## src/rtl/axis_fifo.sv

```systemverilog
// Synchronous AXI-Stream FIFO with first-word fall-through output, carrying keep/last per beat
// and reporting both stored beats and complete packets held.
module axis_fifo #(
   parameter int unsigned WORD_W = 8,
   parameter int unsigned BUS_W  = 32,
   parameter int unsigned DEPTH  = 16,
   localparam int unsigned WORDS_PER_BEAT = BUS_W / WORD_W,
   localparam int unsigned CNT_W          = $clog2(DEPTH) + 1
) (
   input  logic                               clk,
   input  logic                               rst,
   input  logic                               s_valid,
   output logic                               s_ready,
   input  logic [WORDS_PER_BEAT*WORD_W-1:0]   s_data,
   input  logic [WORDS_PER_BEAT-1:0]          s_keep,
   input  logic                               s_last,
   output logic                               m_valid,
   input  logic                               m_ready,
   output logic [WORDS_PER_BEAT*WORD_W-1:0]   m_data,
   output logic [WORDS_PER_BEAT-1:0]          m_keep,
   output logic                               m_last,
   output logic [CNT_W-1:0]                   count,
   output logic [CNT_W-1:0]                   pkt_count
);

   localparam int unsigned AddrW = $clog2(DEPTH);
   localparam int unsigned DataW = WORDS_PER_BEAT * WORD_W;
   localparam logic [CNT_W-1:0] FullCnt = CNT_W'(DEPTH);

   logic [DataW-1:0]          data_mem [DEPTH];
   logic [WORDS_PER_BEAT-1:0] keep_mem [DEPTH];
   logic [DEPTH-1:0]          last_mem;

   logic [AddrW-1:0] wr_ptr_q, wr_ptr_d;
   logic [AddrW-1:0] rd_ptr_q, rd_ptr_d;
   logic [CNT_W-1:0] count_q, count_d;
   logic [CNT_W-1:0] pkt_count_q, pkt_count_d;
   logic             push, pop;
   logic             pkt_inc, pkt_dec;

   // Handshakes derive only from registered occupancy, so a full FIFO refuses even while popping.
   always_comb begin
      s_ready     = (count_q != FullCnt) && !rst;
      m_valid     = (count_q != '0);
      push        = s_valid && s_ready;
      pop         = m_valid && m_ready;
      pkt_inc     = push && s_last;
      pkt_dec     = pop && m_last;
      wr_ptr_d    = wr_ptr_q;
      rd_ptr_d    = rd_ptr_q;
      count_d     = count_q;
      pkt_count_d = pkt_count_q;
      if (push) wr_ptr_d = wr_ptr_q + AddrW'(1);
      if (pop)  rd_ptr_d = rd_ptr_q + AddrW'(1);
      if (push && !pop) begin
         count_d = count_q + CNT_W'(1);
      end else if (pop && !push) begin
         count_d = count_q - CNT_W'(1);
      end
      if (pkt_inc && !pkt_dec) begin
         pkt_count_d = pkt_count_q + CNT_W'(1);
      end else if (pkt_dec && !pkt_inc) begin
         pkt_count_d = pkt_count_q - CNT_W'(1);
      end
   end

   always_ff @(posedge clk or posedge rst) begin
      if (rst) begin
         wr_ptr_q    <= '0;
         rd_ptr_q    <= '0;
         count_q     <= '0;
         pkt_count_q <= '0;
      end else begin
         wr_ptr_q    <= wr_ptr_d;
         rd_ptr_q    <= rd_ptr_d;
         count_q     <= count_d;
         pkt_count_q <= pkt_count_d;
      end
   end

   // Storage is never reset; occupancy alone decides what is valid.
   always_ff @(posedge clk) begin
      if (push) begin
         data_mem[wr_ptr_q] <= s_data;
         keep_mem[wr_ptr_q] <= s_keep;
         last_mem[wr_ptr_q] <= s_last;
      end
   end

   assign m_data    = data_mem[rd_ptr_q];
   assign m_keep    = keep_mem[rd_ptr_q];
   assign m_last    = last_mem[rd_ptr_q];
   assign count     = count_q;
   assign pkt_count = pkt_count_q;

endmodule

```

## config.mk

```make
export PLATFORM = sky130hd
export DESIGN_NAME = axis_fifo
export DESIGN_NICKNAME = d
export VERILOG_FILES = /design/src/rtl/axis_fifo.sv
export SDC_FILE = /design/constraint.sdc
export NUM_CORES = 1
export LEC_CHECK = 0
export CORE_MARGIN = 1
export CORE_UTILIZATION = 55
export DETAILED_ROUTE_END_ITERATION = 8
export GPL_TIMING_DRIVEN = 0
export PLACE_DENSITY = 0.8
export RECOVER_POWER = 25
export SLEW_MARGIN = 20
export SYNTH_ARGS = -nofsm -noshare
export SYNTH_HDL_FRONTEND = slang
export SYNTH_SLANG_ARGS = --single-unit
```

## constraint.sdc

```tcl
create_clock -name clk -period 7.5 [get_ports clk]
set_clock_uncertainty 0.1 [all_clocks]
set_input_delay 1.125 -clock clk [delete_from_list [all_inputs] [get_ports clk]]
set_output_delay 1.125 -clock clk [all_outputs]
set_load 0.01 [all_outputs]
```

==> results summary <==
The run finished with clean final reports. The critical path is of the reg -> out type. For this block, wires on met1 add up to 19.5 mm. Walking the worst path, the cells encountered are buf_2 > nor2b_1 > clkbuf_1 > clkbuf_1 > a22oi_1 > nand2_1 > clkdlybuf4s50_1.

The slowest stage of the critical path belongs to the cell sky130_fd_sc_hd__clkbuf_1. The total length of routed wires came out at 52.6 mm. The worst register-to-register path ends at data_mem[1][13]. The number of buffers added on ports is 89. The final count of hold timing violations was 0. The HPWL after detailed placement is 31.3 mm. The number of core rows is 75. The die outline area came out at 0.0433 mm2.

The max-cap violation count is 0. The core outline area came out at 0.0419 mm2. The combined buffer and inverter count along the critical path came out at 4.

The number of pins with negative max-slew slack in the final report was 0. The actual transition at the worst max-transition pin came out at 1100 ps. The sink count of the clock tree came out at 610. The sequential share of the synthesized area came out at 78.0%.

The placer's final routability congestion estimate came out at 0.752. In this run the vertical extent of the chip is 208 um. The arrival time at the worst endpoint is 3660 ps. The type of element launching the critical path is a flop. For this run, the number of Yosys warnings is 0. Measured against its own limit, the worst slew margin works out to 26.5%. Adding up every negative setup slack in the final design gives 0 ps. After detailed routing, the average wire length per cell comes to 29.0 um. The pin count of the biggest net entering global routing came out at 20.

The worst min-delay path category is reg -> reg. The clock input transition at the sequential cells of the worst setup and hold paths is 60 ps. The largest incremental delay on the critical path came out at 700 ps.

The data required time at the worst endpoint came out at 6270 ps. The post-cts repair resize count came out at 0. The total clock buffers created by CTS came out at 56. The most common cell type on the critical path is sky130_fd_sc_hd__clkbuf_1.

The worst slack at placement came out at 3140 ps. The number of fill cells came out at 2548. The number of logic stages on the critical path including buffering is 7. Setup repair after global routing left no endpoint under its margin. The power density over the cells came out at 372 mW/mm2. The starting utilization of the core area is 55.7%.

TritonCTS built the clock tree. The worst setup path is captured at an output port. The fraction of power spent switching nets came out at 29.8%. The largest vdd supply drop came out at 0.000241 V. The average via count per standard cell is 6.41.

The highest net fanout along the worst path came out at 10. Cells with a size suffix above 1 make up 25.1% of the layout. The number of global-route vias before repair is 12100.

The clock passes through at most 3 buffers. The highest layer used for signal routing is met4. The switching power of the nets came out at 0.00306 W. The worst setup margin is 2610 ps. After the first detailed-routing iteration, the DRC count stood at 1531. In this run the most critical hold path is launched from pkt_count[0]. The routed length on met2 came out at 26.5 mm. The maximum level of the CTS H-tree is 2.

The most common flop cell mapped by yosys is sky130_fd_sc_hd__edfxtp_1. The number of detailed-route iterations in the first pass is 5. Counting every instance in the synthesized netlist gives 1040. Following the worst setup path forward leads to its endpoint at m_data[18]. Clock tree synthesis selected as its root buffer the cell sky130_fd_sc_hd__clkbuf_16. Setup violations remaining at the end of the flow were counted as 0. The static power due to leakage came out at 8.86 nW. The slack of the worst reg-to-reg path is 4150 ps. The share of total power dissipated in sequential elements is 39.3%. The synthesized area per cell came out at 22.5 um2. After the last flow step, the layout net total stands at 1283. The fraction of registers with async set or reset after synthesis is 2.95%.

In the global route stage, overall resource usage came out at 24.9%. The clock period minus final worst setup slack came out at 4890 ps. The ratio of final minimum period to clock period is 65.1%. The post-synthesis to final-layout area growth came out at 18.0%. The hold buffer count at CTS is 0. In this run the critical register-to-register path is launched from count[0]. The synthesized netlist contains 39 unique library cells. The clock latency on the worst-skew pair came out at 610 ps. Per report_power, the clock group accounts for 28.5% of the total. Summed over all nets, wire length on met3 after detailed routing comes to 4.66 mm. The critical path starts at rd_ptr_q[3].

The final global-route overflow total is 0. The via total after detailed routing is 11600. The post-synthesis net count is 1096.

The cell family contributing the most delay on the critical path is buffers and inverters. After detailed routing, the number of remaining DRC violations is 0. Buffers added to address setup during post-CTS repair amount to 0. The count of flip-flops with a built-in enable after synthesis came out at 592. The design internal power is 0.00720 W.

The combinational fraction of design power came out at 32.2%. The cell area after synthesis came out at 0.0234 mm2. The I/O pin total came out at 90. The worst reg-to-reg path cell count is 7. The first-pass GRT wire length came out at 77.3 mm. Static timing analysis puts the maximum clock frequency at 0.205 GHz. The number of synthesized register bits is 610. The post-route antenna net violation count is 0. The die is 208 um wide. The number of antenna violations at the first check in global routing came out at 3.
[worst reg2reg max path, stage by stage (launching register included)]
cell	delay, ps
sky130_fd_sc_hd__dfrtp_1	470
sky130_fd_sc_hd__nor4_1	140
sky130_fd_sc_hd__a211oi_2	640
sky130_fd_sc_hd__nand2_1	410
sky130_fd_sc_hd__nor3_2	510
sky130_fd_sc_hd__buf_4	300
sky130_fd_sc_hd__buf_4	240
sky130_fd_sc_hd__buf_4	230
[layer usage]
layer  global-route usage, %  up-vias
li1                        -     4759
met1                    32.8     5995
met2                    41.2      741
met3                    4.56      134
met4                    10.4        0
met5                       0        -
[power by group through the flow]
stage	Clock, W	Combinational (W)	Sequential [W]
2_1_floorplan	0	0.00197	0.00410
3_3_place_gp	0	0.00312	0.00411
3_5_place_dp	0	0.00327	0.00410
4_1_cts	0.00294	0.00333	0.00404
5_1_grt	0.00306	0.00350	0.00405
6_report	0.00292	0.00330	0.00404
[layout make-up]
type	instances	area, um2	area share (%)
clock buffer	65	1460	5.28
clock inverter	39	428	1.55
timing repair buffer	129	1540	5.57
antenna	3	7.51	0.0272
tap	539	674	2.45
inverter	9	33.8	0.123
sequential	610	18200	66.1
multi-input combinational	365	4900	17.8
buffer	56	307	1.11
[metrics by stage]
step	power (W)	utilization, %	hold WS, ps	cell area [um2]	cells
after floorplan	0.00607	-	434	23400	1040
after global placement	0.00724	59.4	400	24900	1668
after detailed placement	0.00737	61.2	409	25700	1708
after CTS	0.0103	65.7	418	27600	1812
after global routing	0.0106	65.7	443	27600	1814
final	0.0103	65.7	416	27600	1815
[synthesized netlist by cell type (2+ instances only)]
cell type | instances | share of area, %
sky130_fd_sc_hd__mux2i_1 | 2 | 0.086
sky130_fd_sc_hd__and2_1 | 2 | 0.054
sky130_fd_sc_hd__or3_1 | 2 | 0.054
sky130_fd_sc_hd__a21o_1 | 3 | 0.096
sky130_fd_sc_hd__a211oi_2 | 2 | 0.11
sky130_fd_sc_hd__mux4_2 | 148 | 14
sky130_fd_sc_hd__ha_1 | 13 | 0.70
sky130_fd_sc_hd__a22oi_1 | 72 | 2.3
sky130_fd_sc_hd__xor2_1 | 4 | 0.15
sky130_fd_sc_hd__xnor2_1 | 8 | 0.30
sky130_fd_sc_hd__buf_2 | 14 | 0.30
sky130_fd_sc_hd__a21oi_1 | 6 | 0.13
sky130_fd_sc_hd__buf_4 | 3 | 0.096
sky130_fd_sc_hd__edfxtp_1 | 592 | 76
sky130_fd_sc_hd__nand2_1 | 49 | 0.79
sky130_fd_sc_hd__nor2b_1 | 5 | 0.13
sky130_fd_sc_hd__o21ai_0 | 6 | 0.13
sky130_fd_sc_hd__clkbuf_1 | 26 | 0.42
sky130_fd_sc_hd__mux2_2 | 2 | 0.096
sky130_fd_sc_hd__o211ai_1 | 3 | 0.096
sky130_fd_sc_hd__dfrtp_1 | 18 | 1.9
sky130_fd_sc_hd__inv_1 | 9 | 0.14
sky130_fd_sc_hd__buf_6 | 9 | 0.43
sky130_fd_sc_hd__nor3_1 | 7 | 0.15
sky130_fd_sc_hd__nand2b_1 | 3 | 0.080
sky130_fd_sc_hd__buf_1 | 4 | 0.064
sky130_fd_sc_hd__nand3_1 | 2 | 0.043
sky130_fd_sc_hd__nor2_1 | 14 | 0.22
sky130_fd_sc_hd__fa_1 | 2 | 0.17
[registers in the layout, indices dropped and copies added, names as in the netlist]
name and count:
keep_mem 64, wr_ptr_q 4, data_mem 512, count 5, rd_ptr_q 4, last_mem 16
pkt_count 5
[how the worst min path moves through the flow]
stage                        end  slack (ps)  depth (start not counted)
finish              pkt_count[0]         420                          1
global route        pkt_count[0]         440                          1
CTS                 pkt_count[0]         420                          1
detailed placement  pkt_count[3]         410                          2
global placement    pkt_count[3]         400                          2
floorplan           pkt_count[0]         430                          1
[cell usage in the layout, fill, tap and decap left out, drive strengths merged, types with 2 or more instances in the layout]
cell type      synthesis  final
or3                    2      2
xnor2                  8      8
a211oi                 2      2
mux2                   2      2
bufinv                 0      9
a21oi                  6      6
buf                   30     70
diode                  0      3
and2                   2      2
a21o                   3      3
o211ai                 3      3
dfrtp                 18     18
o21ai                  7      7
nand3                  2      2
clkbuf                26     91
nor2b                  5      5
dlygate4sd3            0     22
a22oi                 72     72
nor3                   7      7
edfxtp               592    592
clkinvlp               0      3
nand2b                 3      3
mux2i                  2      2
ha                    13     13
clkdlybuf4s50          0     67
inv                    9     11
nor2                  14     14
xor2                   4      4
nand2                 49     49
fa                     2      2
clkinv                 0     25
mux4                 148    148
[cells by family after synthesis]
kind of cell / share of synthesized area, %
compound gates: 3.09
simple gates: 1.64
xor+xnor: 0.450
mux: 14.5
flops: 78.0
buf+inv: 1.46
fa+ha+maj: 0.868
No activity file was read; power rests on OpenSTA's default activity.
==> variant 1 (same settings) <==
`BUS_W`: 32 -> 28.
--- a/src/rtl/axis_fifo.sv
+++ b/src/rtl/axis_fifo.sv
@@ -3,5 +3,5 @@
 module axis_fifo #(
    parameter int unsigned WORD_W = 8,
-   parameter int unsigned BUS_W  = 32,
+   parameter int unsigned BUS_W  = 28,
    parameter int unsigned DEPTH  = 16,
    localparam int unsigned WORDS_PER_BEAT = BUS_W / WORD_W,
Ports: changed (resized m_data, m_keep, s_data and s_keep); port bits go from 90 to 72. The function was not compared with the original's and may differ.
==> variant 1 against the original RTL <==
Non-clock buffer count shrank 42. Worst setup slack better by 300 ps. Critical endpoint is now m_data[16]. Routed wire length down 25%. Sequential cell count is 144 lower. Largest cell class unchanged. Power decreased by 22%. Design area is 23% lower. Combinational power down 22%. Die area shrank 23%. Synthesized area shrank 23%.
==> variant 1: results (changes against the original RTL) <==
- The maximum resistive drop on vdd was 0.242 mV (+0.70%).
- Count of buffers added by post-CTS timing repair for setup: 0 (unchanged)
- Number of enable-type register cells in the synthesized netlist: 448 (-24%)
- Status: finished, final reports clean
- Detailed placer's ending HPWL: 23700 um (-24%)
- The count of buffers from port buffering was 71 (-20%).
* Net count of the finished layout: 1015 (-21%)
* # fillers: 2004 (-21%)
- The number of iterations in the first detailed-routing pass came to 5 (unchanged).
- Among all stages on the critical path, the largest delay is contributed by sky130_fd_sc_hd__clkbuf_1.
* Synthesized netlist net count: 868 (-21%)
- The total via count in the routed design was 9006 (-23%).
- Number of buffers on the longest clock path: 3 (unchanged)
- Initial antenna violation count: 2 (-1)
- Leakage power figure: 6.88 nW (-22%)
- Routability congestion estimate: 0.730 (-2.9%)
* Slowest Stage Delay on Critical Path: 650 ps (-50 ps)
- The count of H-tree levels built during CTS is 2 (unchanged).
- Number of warnings reported in the yosys synthesis log: 0 (unchanged)
* Share of synthesized registers carrying an async set or reset: 0.0386 (+0.00912)
- Cell types occupying the most area after synthesis: sky130_fd_sc_hd__edfxtp_1 75%, sky130_fd_sc_hd__mux4_2 14%, sky130_fd_sc_hd__dfrtp_1 2.5%, sky130_fd_sc_hd__a22oi_1 2.3%, sky130_fd_sc_hd__ha_1 0.90%
* Max transition margin: 0.383 (+0.118)
* Largest net degree at the start of global routing: 19 (-5.0%)
* Flip-flop count of the largest register, all copies and words added: 384 (-25%)
- The data arrival time of the critical path is 3360 ps (-300 ps).
* Clock slew at reported path FFs: 60 ps (about the same)
- The count of cells along the worst register-to-register path was 8 (+1).
* Hold Crit Depth: 1 (unchanged)
- Unique cell type count in the Yosys netlist: 40 (+2.6%)
- Routed length per placed instance: 27.5 um (-5.0%)
- Via count of the first global-routing pass: 9461 (-22%)
- Wire length of the first global-routing pass: 58800 um (-24%)
- The number of CTS-inserted buffers came to 46 (-18%).
* Top cell types by occurrence after synthesis: 448 x sky130_fd_sc_hd__edfxtp_1, 112 x sky130_fd_sc_hd__mux4_2, 54 x sky130_fd_sc_hd__a22oi_1
- The setup-violating endpoint count in the final report came to 0 (unchanged).
- Starting DRT DRC Count: 1022 (-33%)
* Worst skew pair latency: 550 ps (-60 ps)
- Seq/Total Area, Yosys: 0.773 (-0.00724)
* Post-route DRC violation count: 0 (unchanged)
- Largest registers: data_mem (384), keep_mem (48), last_mem (16)
- The number of gates resized after cts came to 0 (unchanged).
- Placed Area: 0.0198 mm^2 (-23%)
* Proportion of layout cells with a drive suffix above 1: 0.246 (-0.00434)
- The tree is rooted in a sky130_fd_sc_hd__clkbuf_16.
- Total routing resource utilization after global routing: 0.245 (-0.00400)
* Final design area excluding fillers: 0.0213 mm^2 (-23%)
- The kind of cell with the highest combined delay along the critical path is buffers and inverters.
variant 1: area by class of cell:
type | instances | area share
Antenna cell | 2 | 0.000235
Inverter | 9 | 0.00159
Tap cell | 435 | 0.0255
Timing Repair Buffer | 99 | 0.0547
Sequential cell | 466 | 0.653
Clock buffer | 57 | 0.0590
Multi-Input combinational cell | 302 | 0.184
Buffer | 44 | 0.0113
Clock inverter | 22 | 0.0115
variant 1: report_power, final:
group	switching [W]	internal (W)	leakage, nW
Sequential	0.0000717	0.00303	4.25
Clock	0.000944	0.00136	0.734
Combinational	0.00135	0.00121	1.90
Total	0.00237	0.00560	6.88
variant 1: final timing paths:
path / slack (ps) / startpoint / to
max: 2920 / rd_ptr_q[3] / m_data[16]
min: 430 / pkt_count[0] / pkt_count[0]
max reg2reg: 3860 / count[0] / count[4]
min reg2reg: 430 / pkt_count[0] / pkt_count[0]
max in group asynchronous: 5870 / rst / pkt_count[3]
min in group asynchronous: 970 / rst / pkt_count[1]
variant 1: kinds of logic after synthesis:
group,Yosys count,synth area share
compound gates,80,0.0323
xor+xnor,12,0.00584
fa+ha+maj,15,0.0113
buf+inv,53,0.0153
flops,466,0.773
mux,116,0.143
simple gates,79,0.0195
variant 1: worst reg2reg max path: stages, from the launching register on:
cell and delay, ps:
sky130_fd_sc_hd__dfrtp_1 460, sky130_fd_sc_hd__or4_1 550, sky130_fd_sc_hd__o21ai_0 550, sky130_fd_sc_hd__ha_1 340
sky130_fd_sc_hd__inv_1 160, sky130_fd_sc_hd__fa_1 430, sky130_fd_sc_hd__a21o_1 230, sky130_fd_sc_hd__a2111oi_0 530
sky130_fd_sc_hd__o31ai_1 160
variant 1: metrics by stage:
step | setup WS [ps] | cells
global route | 2790 | 1435
detailed placement | 3330 | 1355
global placement | 384 | 1327
CTS | 2940 | 1434
finish | 2920 | 1436
floorplan | 3170 | 821
variant 1: layer usage:
layer  vias up  global-route usage  wire (um)
met2       478               0.420      20300
met4         0              0.0783        984
met1      4712               0.327      15400
li1       3734                   -          -
met3        82              0.0353       2910
met5         -                   0          0
==> variant 2 (same settings) <==
Made on the original files. Make the reset (`rst`) synchronous in one clocked block.
--- a/src/rtl/axis_fifo.sv
+++ b/src/rtl/axis_fifo.sv
@@ -65,5 +65,5 @@
    end
 
-   always_ff @(posedge clk or posedge rst) begin
+   always_ff @(posedge clk) begin
       if (rst) begin
          wr_ptr_q    <= '0;
Function: differs if rst is asserted again (counterexample within 4 cycles, from zero or initial values and one cycle with rst high); with rst held inactive, the same outputs for 4 cycles.
==> variant 2 against the original RTL <==
First-iteration DRC count decreased by 16%. Non-clock buffer count decreased by 1. Routed wire length increased by 0.94%. Sequential cell count increased by 4. Worst setup slack improved by 81 ps. Design area about the same. Power decreased by 14%. Synthesized area increased by 0.19%.
==> variant 2: results (changes against the original RTL) <==
- Leakage power figure: 8.74 nW (-1.4%)
- The number of different library cells in the post-synthesis netlist came to 36 (-7.7%).
- Data arrival time of the worst path: 3580 ps (-80 ps)
* Final antenna diode count: 0 (-3)
- The number of iterations in the first detailed-routing pass came to 7 (+2).
- The number of CTS-inserted buffers was 58 (+3.6%).
- The number of gates resized after cts came to 0 (unchanged).
- The fraction of registers with async set/reset came to 0 (-0.0295).
- Placed Area: 0.0257 mm^2 (+0.20%)
- The count of buffers from port buffering came to 88 (-1.1%).
- Maximum level of the CTS H-tree: 2 (unchanged)
- The maximum number of pins on one net before global-route repair was 20 (unchanged).
- The combined global-route utilization of all metal layers was 0.252 (+0.00329).
* Proportion of layout cells with a drive suffix above 1: 0.245 (-0.00597)
- The routability congestion estimate from global placement is 0.776 (+3.2%).
* Status: finished, final reports clean
- Non-Filler Instances: 1839 (+1.3%)
- After synthesis, the cell types taking the most area are sky130_fd_sc_hd__edfxtp_1 76%, sky130_fd_sc_hd__mux4_2 14%, sky130_fd_sc_hd__a22oi_1 2.3%, sky130_fd_sc_hd__dfxtp_1 1.9%, sky130_fd_sc_hd__nand2_1 0.72%.
- Top cell types by occurrence after synthesis: 592 x sky130_fd_sc_hd__edfxtp_1, 146 x sky130_fd_sc_hd__mux4_2, 72 x sky130_fd_sc_hd__a22oi_1
* # fillers: 2541 (-0.27%)
- Average via count per standard cell: 6.39 (-0.22%)
- Max transition margin: 0.339 (+0.0744)
- The half-perimeter wire length after placement is 31600 um (+0.87%).
- Root cell of the clock tree: sky130_fd_sc_hd__clkbuf_16
- The total grt overflow is 0 (unchanged).
- The wire length of the first global-routing pass came to 78500 um (+1.6%).
- The setup fix buffers added after clock tree synthesis is 0 (unchanged).
* Net count of the finished layout: 1310 (+2.1%)
- Number of enable-type register cells in the synthesized netlist: 592 (unchanged)
- Number of buffers on the longest clock path: 3 (unchanged)
- The worst hold path belongs to the class flop to flop.
- The largest registers in the layout are data_mem (512), keep_mem (64), last_mem (16).
- Clock slew at reported path FFs: 60 ps (about the same)
* Cts hold-fix bufs: 0 (unchanged)
* Worst skew pair latency: 600 ps
- Seq/Total Area, Yosys: 0.779 (-0.00189)
* Worst-path maximum fanout: 10 (unchanged)
- Worst ir drop on vdd: 0.198 mV (-18%)
- Routed length per placed instance: 28.9 um (-0.38%)
* Number of instances in the placed design: 1733 (+1.5%)
- Cells after synthesis: 1066 (+2.5%)
- Starting DRT DRC Count: 1282 (-16%)
- The count of synthesis-stage warnings from yosys came to 0 (unchanged).
* Initial antenna violation count: 2 (-1)
* Via count of the first global-routing pass: 12500 (+3.0%)
variant 2: path summary, 6_finish.rpt:
kind	slack [ps]	startpoint	end	cells after the start
hold reg to reg	440	pkt_count[2]	pkt_count[2]	2
setup / recovery	2700	flop	m_data[29]	6
setup reg to reg	4210	rd_ptr_q[0]	pkt_count[4]	11
hold / removal	440	pkt_count[2]	pkt_count[2]	2
variant 2: per-layer routing:
metal / routed length (um) / part of all wire / up-vias / GRT usage
met4: 1980 / 0.037 / 0 / 0.106
li1: - / - / 4850 / -
met2: 27000 / 0.51 / 678 / 0.421
met3: 4310 / 0.081 / 134 / 0.0463
met5: 0 / 0 / - / 0
met1: 19800 / 0.37 / 6095 / 0.328
variant 2: area by class of cell:
type | instances | area, um^2 | share of cell area
clock inverters | 36 | 349 | 0.0127
clock buffers | 70 | 1520 | 0.0550
flip-flops and latches | 614 | 18200 | 0.660
repair buffers | 128 | 1540 | 0.0560
plain buffers | 56 | 285 | 0.0103
inverters | 8 | 30.0 | 0.00109
multi-input cells | 388 | 4980 | 0.180
well taps | 539 | 674 | 0.0244
variant 2: cells by family after synthesis:
logic type	count (synthesis)	synth area share
AO/OA/AOI/OAI	96	0.0301
XOR/XNOR	10	0.00374
adder cells (fa/ha/maj)	15	0.00866
buffers and inverters	64	0.0135
flip-flops	614	0.779
multiplexers	156	0.145
AND/OR/NAND/NOR	111	0.0204
variant 2: critical path, cell delays in order (launching register included):
cell and delay, ps:
sky130_fd_sc_hd__dfxtp_1 340, sky130_fd_sc_hd__buf_2 380, sky130_fd_sc_hd__clkbuf_1 790, sky130_fd_sc_hd__mux4_2 450, sky130_fd_sc_hd__a22oi_1 350, sky130_fd_sc_hd__nand2_1 160, sky130_fd_sc_hd__clkdlybuf4s50_1 500
variant 2: report_power, final:
part	total, W	internal [W]	switching [W]	leakage (nW)
Clock	0.00291	0.00167	0.00123	0.909
Sequential	0.00389	0.00384	0.0000462	5.51
Combinational	0.00200	0.00101	0.000987	2.32
Total	0.00880	0.00653	0.00227	8.74
variant 2: per-stage QoR:
step                      total power (W)  setup WS, ps
after floorplan                   0.00526          2590
after global placement            0.00587          -442
after detailed placement          0.00594          3560
after CTS                         0.00885          2730
after global routing              0.00909          2700
final                             0.00880          2700
